### config.mk
export PLATFORM = sky130hd
export DESIGN_NAME = lsu_ctrl
export DESIGN_NICKNAME = d
export VERILOG_FILES = /design/src/rtl/lsu_ctrl.sv
export SDC_FILE = /design/constraint.sdc
export NUM_CORES = 1
export LEC_CHECK = 0
export BUFFER_PORTS_ARGS = -buffer_cell sky130_fd_sc_hd__buf_2
export CAP_MARGIN = 20
export CORE_MARGIN = 2
export CORE_UTILIZATION = 45
export CTS_CLUSTER_SIZE = 24
export DETAILED_ROUTE_END_ITERATION = 6
export GPL_TIMING_DRIVEN = 0
export HOLD_SLACK_MARGIN = 0.06
export PLACE_DENSITY_LB_ADDON = 0.05
export SLEW_MARGIN = 20
export SYNTH_ARGS = -nofsm -noshare
export SYNTH_HDL_FRONTEND = slang
export SYNTH_SLANG_ARGS = --single-unit
### constraint.sdc
create_clock -name CLK -period 2.7 [get_ports CLK]
set_clock_uncertainty 0.2 [all_clocks]
set_input_delay 0 -clock CLK [delete_from_list [all_inputs] [get_ports CLK]]
set_output_delay 0 -clock CLK [all_outputs]
set_load 0.05 [all_outputs]
### src/rtl/lsu_ctrl.sv
// lsu_ctrl: load/store sequencer between the RV32I execute/memory stage and a
// handshaked data memory.
//
// One access runs at a time: IDLE -> REQ -> DONE, or IDLE -> ERR when the
// address is misaligned, or REQ -> ERR when the memory does not acknowledge
// within TIMEOUT request cycles. Stores get byte enables and lane-replicated
// write data. Loads get their bytes extracted and sign- or zero-extended.
//
// Parameters
//   TIMEOUT     max cycles mem_req stays high without mem_ack (1..255)
// Ports
//   CLK, Reset_n                  clock, asynchronous active-low reset
//   MemR, MemW                    load / store request from the decoder
//   Load_size                     0 word, 1 half, 2 byte, 3 treated as word
//   Unsigned                      zero-extend loads
//   Addr, WriteData               byte address, store source (rs2)
//   Stall                         holds PC and pipeline registers
//   ReadData                      extended load result, registered
//   Done, Misaligned, Bus_err     one-cycle completion / error pulses
//   mem_req, mem_we, mem_addr,
//   mem_be, mem_wdata             memory request, held stable during REQ
//   mem_ack, mem_rdata            memory acknowledge and read word
module lsu_ctrl #(
  parameter int TIMEOUT = 255
) (
  input  logic        CLK,
  input  logic        Reset_n,
  input  logic        MemR,
  input  logic        MemW,
  input  logic [1:0]  Load_size,
  input  logic        Unsigned,
  input  logic [31:0] Addr,
  input  logic [31:0] WriteData,
  output logic        Stall,
  output logic [31:0] ReadData,
  output logic        Done,
  output logic        Misaligned,
  output logic        Bus_err,
  output logic        mem_req,
  output logic        mem_we,
  output logic [31:0] mem_addr,
  output logic [3:0]  mem_be,
  output logic [31:0] mem_wdata,
  input  logic        mem_ack,
  input  logic [31:0] mem_rdata
);

  typedef enum logic [1:0] {IDLE, REQ, DONE, ERR} state_t;

  // Count value seen in the last REQ cycle allowed before abort.
  localparam logic [7:0] TO_LAST = 8'(TIMEOUT - 1);

  state_t      state_q, state_d;
  logic        accept;
  logic        we_q;
  logic [3:0]  be_q;
  logic [31:0] addr_q;
  logic [31:0] wdata_q;
  logic [1:0]  size_q;
  logic        uns_q;
  logic [1:0]  off_q;
  logic [7:0]  cnt_q;
  logic [31:0] rdata_q;
  logic        cause_bus_q;

  function automatic logic is_misaligned(input logic [1:0] size, input logic [1:0] off);
    case (size)
      2'd2:    return 1'b0;
      2'd1:    return off[0];
      default: return off != 2'b00;
    endcase
  endfunction

  function automatic logic [3:0] lane_be(input logic [1:0] size, input logic [1:0] off);
    case (size)
      2'd2:    return 4'b0001 << off;
      2'd1:    return off[1] ? 4'b1100 : 4'b0011;
      default: return 4'b1111;
    endcase
  endfunction

  function automatic logic [31:0] lane_wdata(input logic [1:0] size, input logic [31:0] d);
    case (size)
      2'd2:    return {4{d[7:0]}};
      2'd1:    return {2{d[15:0]}};
      default: return d;
    endcase
  endfunction

  function automatic logic [31:0] extend_load(input logic [1:0] size, input logic uns,
                                              input logic [1:0] off, input logic [31:0] rd);
    logic        [7:0]  b;
    logic        [15:0] h;
    logic signed [7:0]  bs;
    logic signed [15:0] hs;
    case (off)
      2'd0:    b = rd[7:0];
      2'd1:    b = rd[15:8];
      2'd2:    b = rd[23:16];
      default: b = rd[31:24];
    endcase
    h  = off[1] ? rd[31:16] : rd[15:0];
    bs = b;
    hs = h;
    case (size)
      2'd2:    return uns ? {24'd0, b} : 32'(bs);
      2'd1:    return uns ? {16'd0, h} : 32'(hs);
      default: return rd;
    endcase
  endfunction

  always_comb begin
    state_d    = state_q;
    accept     = 1'b0;
    Stall      = 1'b0;
    mem_req    = 1'b0;
    Done       = 1'b0;
    Misaligned = 1'b0;
    Bus_err    = 1'b0;
    case (state_q)
      IDLE: begin
        if (MemR || MemW) begin
          Stall = 1'b1;
          if (is_misaligned(Load_size, Addr[1:0])) begin
            state_d = ERR;
          end else begin
            state_d = REQ;
            accept  = 1'b1;
          end
        end
      end
      REQ: begin
        Stall   = 1'b1;
        mem_req = 1'b1;
        // Ack wins over a timeout landing in the same cycle.
        if (mem_ack) begin
          state_d = DONE;
        end else if (cnt_q == TO_LAST) begin
          state_d = ERR;
        end
      end
      DONE: begin
        Done    = 1'b1;
        state_d = IDLE;
      end
      default: begin
        Misaligned = !cause_bus_q;
        Bus_err    = cause_bus_q;
        state_d    = IDLE;
      end
    endcase
  end

  always_ff @(posedge CLK or negedge Reset_n) begin
    if (!Reset_n) begin
      state_q     <= IDLE;
      we_q        <= 1'b0;
      be_q        <= 4'b0000;
      addr_q      <= 32'd0;
      wdata_q     <= 32'd0;
      size_q      <= 2'd0;
      uns_q       <= 1'b0;
      off_q       <= 2'd0;
      cnt_q       <= 8'd0;
      rdata_q     <= 32'd0;
      cause_bus_q <= 1'b0;
    end else begin
      state_q <= state_d;
      // Request capture: everything the memory sees is frozen here.
      if (accept) begin
        we_q    <= MemW;
        be_q    <= lane_be(Load_size, Addr[1:0]);
        addr_q  <= {Addr[31:2], 2'b00};
        wdata_q <= lane_wdata(Load_size, WriteData);
        size_q  <= Load_size;
        uns_q   <= Unsigned;
        off_q   <= Addr[1:0];
        cnt_q   <= 8'd0;
      end else if (state_q == IDLE && (MemR || MemW)) begin
        cause_bus_q <= 1'b0;
      end
      // Response capture: load data at ack, or count a wait cycle.
      if (state_q == REQ) begin
        if (mem_ack) begin
          if (!we_q) rdata_q <= extend_load(size_q, uns_q, off_q, mem_rdata);
        end else begin
          cnt_q <= cnt_q + 8'd1;
          if (cnt_q == TO_LAST) cause_bus_q <= 1'b1;
        end
      end
    end
  end

  assign ReadData  = rdata_q;
  assign mem_we    = we_q;
  assign mem_addr  = addr_q;
  assign mem_be    = be_q;
  assign mem_wdata = wdata_q;

endmodule

After elaboration in Yosys (flattened, before gate mapping)
Cells that the tools add are included.
Widths: inputs -> output; s select.
{ "classes": {"n_addsub": 1, "eq_ne": 11, "shifts": 1, "bitwise_logic": 1, "muxes": 33, "n_reduce_logical": 9} }
{ "ops": {"columns": ["cell", "count"], "rows": [
  ["$pmux 32 s2", 2],
  ["$mux 32", 2],
  ["$mux 8", 3],
  ["$pmux 8 s3", 1],
  ["$mux 16", 1],
  ["$mux 1", 15],
  ["$add 8x1->8 const B", 1],
  ["$eq 2x1->1 const B", 4],
  ["$eq 2x2->1 const B", 4],
  ["$eq 8x8->1 const B", 1],
  ["$mux 2", 4],
  ["$pmux 4 s2", 1],
  ["$logic_not 2->1", 2],
  ["$mux 4", 1],
  ["$pmux 1 s2", 2],
  ["$pmux 2 s2", 1],
  ["$shl 1x2->4 const A", 1],
  ["$ne 3x3->1 const B", 1],
  ["$reduce_and 3->1", 1],
  ["$reduce_or 3->1", 1],
  ["$ne 2x2->1 const B", 1],
  ["$reduce_and 2->1", 1],
  ["$reduce_bool 2->1", 1],
  ["$logic_and 1x1->1", 1],
  ["3 further kinds", 3]
]} }
{ "word_totals": {"out_inout_bits": 106, "input_bits": 104, "ff_bits": 115} }

Depth between registers and ports, before layout
{ "logic_depth": {"word_depth": 11, "depth_mapped": 8} }

Least setup slack after synthesis
No wires, ideal clock.
{ "synth_timing": {"path_kind": "reg-to-reg", "from": "register we_q (netlist: mem_we)", "to": "register rdata_q[16] (netlist: ReadData[16])", "required_ps": 2406, "path_slack_ps": 673, "t_arrival_ps": 1733, "synth_period_minus_slack_ps": 2027, "path_stages_with_launch": 6, "path_cell_list": "dfrtp_1 -> nand4bb_1 -> clkbuf_1 -> clkbuf_1 -> a221oi_1 -> a211oi_1"} }
{ "synth_between": {"elab_chain_cells": 2} }
{ "synth_rtl": {"columns": ["item", "line_no", "rtl"], "rows": [
  ["start: declaration", "55", "logic we_q;"],
  ["start signal: assignment", "171", "we_q <= MemW;"],
  ["$not 1->1 (no source line)", null, null],
  ["$reduce_and 3->1 (no source line)", null, null],
  ["end signal: assignment", "185", "if (!we_q) rdata_q <= extend_load(size_q, uns_q, off_q, mem_rdata);"],
  ["end: declaration", "63", "logic [31:0] rdata_q;"]
]} }
Every way passes these cells.
A chain may end at the register's enable or synchronous reset.

Worst setup path after layout
{ "layout_timing": {"from": "register size_q[0]", "to": "register rdata_q[1] (netlist: ReadData[1])"} }
{ "layout_between": {"elab_chain_cells": 2, "word_cells_on_any_way": 3} }
{ "layout_rtl": {"columns": ["item", "line_no", "rtl"], "rows": [
  ["start: declaration", "59", "logic [1:0] size_q;"],
  ["start signal: assignment", "175", "size_q <= Load_size;"],
  ["$eq 2x1->1 or $eq 2x2->1 (tied branches)", "105", "case (size)"],
  ["$pmux 32 s2 (*)", "105", null]
]} }
Every way passes the cells marked *; elsewhere a longest branch is shown, timed or not.

==> results.cfg <==
[detailed_routing]
drc_errors = 0
vias = 5618
ant_nets = 0
first_pass_iters = 7
via_per_inst = 5.37
dr.first_iter.drc_count = 334
wl_um = 17500
avgRoutedWirePerCell_um = 16.7

[yosys]
yosys_warnings = 0
synth_ff_type = dfrtp_1
synth_top_family_by_area = compound AO/OA/AOI/OAI gates
synthDistinctLibCells = 48
synth-compound-area-share_pct = 17.3
syn-cell-area_um2 = 5810
async_flop_share_pct = 100
synth_top_cell_area_share_pct = 49.5
ys_ff_latch = 115
syn_avg_cell_area_um2 = 11.2
synth_mux_area_share_pct = 16.2
synth.area.top_cells = dfrtp_1, mux2_2, a211oi_1, mux2_1, a221oi_1
synth-edff-count = 0
synth-seq-area-share_pct = 49.5
synth_cells = 520
synth_top_cell_by_area = dfrtp_1
synth_fa_ha_area_share_pct = 1.29
synthSimpleGateAreaFrac_pct = 10.0
synth-xor-area-share_pct = 0.151

[finish]
nets = 971
antenna_cells = 0
drive_gt1_share_pct = 38.0
fin_util_pct = 70.5
syn_to_final_growth_pct = 52.9

[global_route]
grt_pass1_vias = 5608
gr-usage-all-layers_pct = 25.8
antenna_found_initial = 0
grt_pass1_wl_um = 28500
grt_max_degree = 64
grt-ovfl-total = 0

[die]
coreArea_um2 = 12600
die_area_um2 = 13800
dieHeight_um = 118
initial_core_util_pct = 46.1
ios = 210
die_x_um = 118
row_count = 41

[pwr]
power.density_nw_per_um2 = 1350
p_seq_share_pct = 25.0
sw_frac_of_total_pct = 50.0
ir_drop_mv = 0.887
internal_power_w = 0.00601
p_sw_w = 0.00600
p_leak_nw = 4.05
comb_power_share_pct = 56.0
pwr-share-clk_pct = 19.0

[setup_path]
cp.required_ns = 2.79
end_kind = flop
worstSetupStartpointType = flop
cp_max_fo = 10
arrival_ns = 2.65
path_class = flop to flop

[timing]
hold_violations = 0
max_freq_mhz = 391
slew_viol_final = 0
post-route-period-util_pct = 94.8
setup_tns_ns = 0
maxSlewHeadroom_pct = 53.1
tightest_slew_ns = 0.704
finalSetupViolations = 0
timing.hold.ws_ns = 0.141
grt_setup_unrepaired = no
fin_crit_ns = 2.56

[cts]
cts_tree = yes
clkLatencyLatePin_ns = 0.41
cts_root_buf = clkbuf_16
clock-sinks = 115
cts_made_buffers = 17
cts_setup_buffers = 0
cts_buffer_depth = 2
clk_pin_slew_worst_paths_ns = 0.06
htree_num_levels = 4

[place]
place_congestion = 0.924
dpl.hpwl_um = 11900
port_buffers = 207

[job]
cap_viol_max_count = 0

[worst_hold_path]
min_path_type = input port to flop

[outcome]
outcome = complete, no violations
[path summary, 6_finish.rpt]
kind	start	to	slack (ns)	cells after the start
setup / recovery	size_q[0]$_DFFE_PN0P_	ReadData[1]$_DFFE_PN0P_	0.14	7
hold / removal	Addr[26]	mem_addr[26]$_DFFE_PN0P_	0.14	3
setup reg to reg	size_q[0]$_DFFE_PN0P_	ReadData[1]$_DFFE_PN0P_	0.14	7
hold reg to reg	mem_addr[17]$_DFFE_PN0P_	mem_addr[17]$_DFFE_PN0P_	0.28	1
max in group asynchronous	Reset_n	ReadData[21]$_DFFE_PN0P_	1.52	4
min in group asynchronous	Reset_n	mem_addr[21]$_DFFE_PN0P_	0.50	4
[stage by stage]
step                      instances  power (W)  setup WS (ns)  cell area [µm²]
final                          1046     0.0120          0.140             8890
after global routing           1046     0.0126         0.0291             8890
after floorplan                 521    0.00791          0.673             5820
after CTS                      1047     0.0120         0.0482             8870
after global placement          900    0.00939         0.0248             7070
after detailed placement        901    0.00950          0.251             7100
[worst max-delay path: stages, from the launching register on]
cell           delay [ns]
dfrtp_1              0.34
inv_1                0.06
ha_1                 0.36
clkbuf_1             0.22
or3b_2               0.50
o221ai_1             0.08
a211oi_1             0.10
dlygate4sd3_1        0.58
[layer usage]
| layer | GRT usage (%) | vias up | part of all wire, % |
|---|---|---|---|
| met2 | 40.8 | 280 | 46 |
| li1 | - | 2631 | - |
| met3 | 7.17 | 47 | 7.7 |
| met5 | 0 | - | 0 |
| met1 | 33.3 | 2660 | 43 |
| met4 | 11.3 | 0 | 2.8 |
[registers in the layout, indices dropped and copies added (netlist names)]
name and count:
ReadData 32, mem_wdata 32, mem_addr 30, cnt_q 8, mem_be 4, off_q 2
size_q 2, state_q 2, cause_bus_q 1, mem_we 1, uns_q 1
[cell usage in the layout (no fill, tap or decap), types with 5 or more instances in the layout]
cell	n
a22o_1	8
clkbuf_2	5
clkbuf_1	24
inv_1	25
o221ai_1	7
o21ai_0	9
or3b_2	7
buf_6	5
a211oi_1	51
mux2i_1	5
clkinv_4	7
clkbuf_16	17
a21oi_1	25
dlygate4sd3_1	113
nand2_1	15
mux2_1	21
mux2_2	56
a221oi_1	22
buf_2	215
dfrtp_1	115
nor3b_1	17
ha_1	6
nor2_1	37
[timing repair]
action,in CTS,in global routing
hold buffers,114,0
hold endpoints to repair,227,0
resized for setup,0,12
setup endpoints to repair,0,5
[logic make-up (layout without fill, tap and decap cells)]
kind of cell    Yosys count  after routing
other cells               1              2
simple gates            104            104
mux                      83             83
flops                   115            115
compound gates          137            137
buf+inv                  73            426
xor+xnor                  1              1
fa+ha+maj                 6              6
[cell usage after synthesis (2+ instances only)]
cell type,number
dfrtp_1,115
a211oi_1,51
buf_4,3
nor4bb_1,2
o21ai_0,9
clkbuf_1,29
o41ai_1,3
or3_1,2
mux2_1,21
mux2i_1,5
a21oi_1,25
buf_1,4
a41oi_1,2
or2_2,2
buf_6,3
and3_1,4
mux2_2,56
o221ai_1,7
a22o_1,8
buf_2,9
nand2_1,15
nor2_1,37
a31oi_1,2
nand3_1,4
inv_1,25
a221oi_1,24
nor2b_1,4
ha_1,6
and2_1,2
or3b_2,7
nor3b_1,17
[area by class of cell]
type                            instances  area (µm²)
Sequential cell                       115        2880
Clock buffer                           17         425
Fill cell                             960        3730
Timing Repair Buffer                  322        2230
Tap cell                              172         215
Multi-Input combinational cell        333        2630
Buffer                                 47         231
Inverter                               25        93.8
Clock inverter                         15         185
[power by group through the flow]
| stage | Combinational, W | Sequential, W | Clock [W] |
|---|---|---|---|
| global placement | 0.00642 | 0.00297 | 0 |
| finish | 0.00673 | 0.00300 | 0.00228 |
| CTS | 0.00668 | 0.00300 | 0.00233 |
| floorplan | 0.00228 | 0.00563 | 0 |
| detailed placement | 0.00648 | 0.00302 | 0 |
| global route | 0.00709 | 0.00311 | 0.00241 |
No activity file was read; power rests on OpenSTA's default activity.
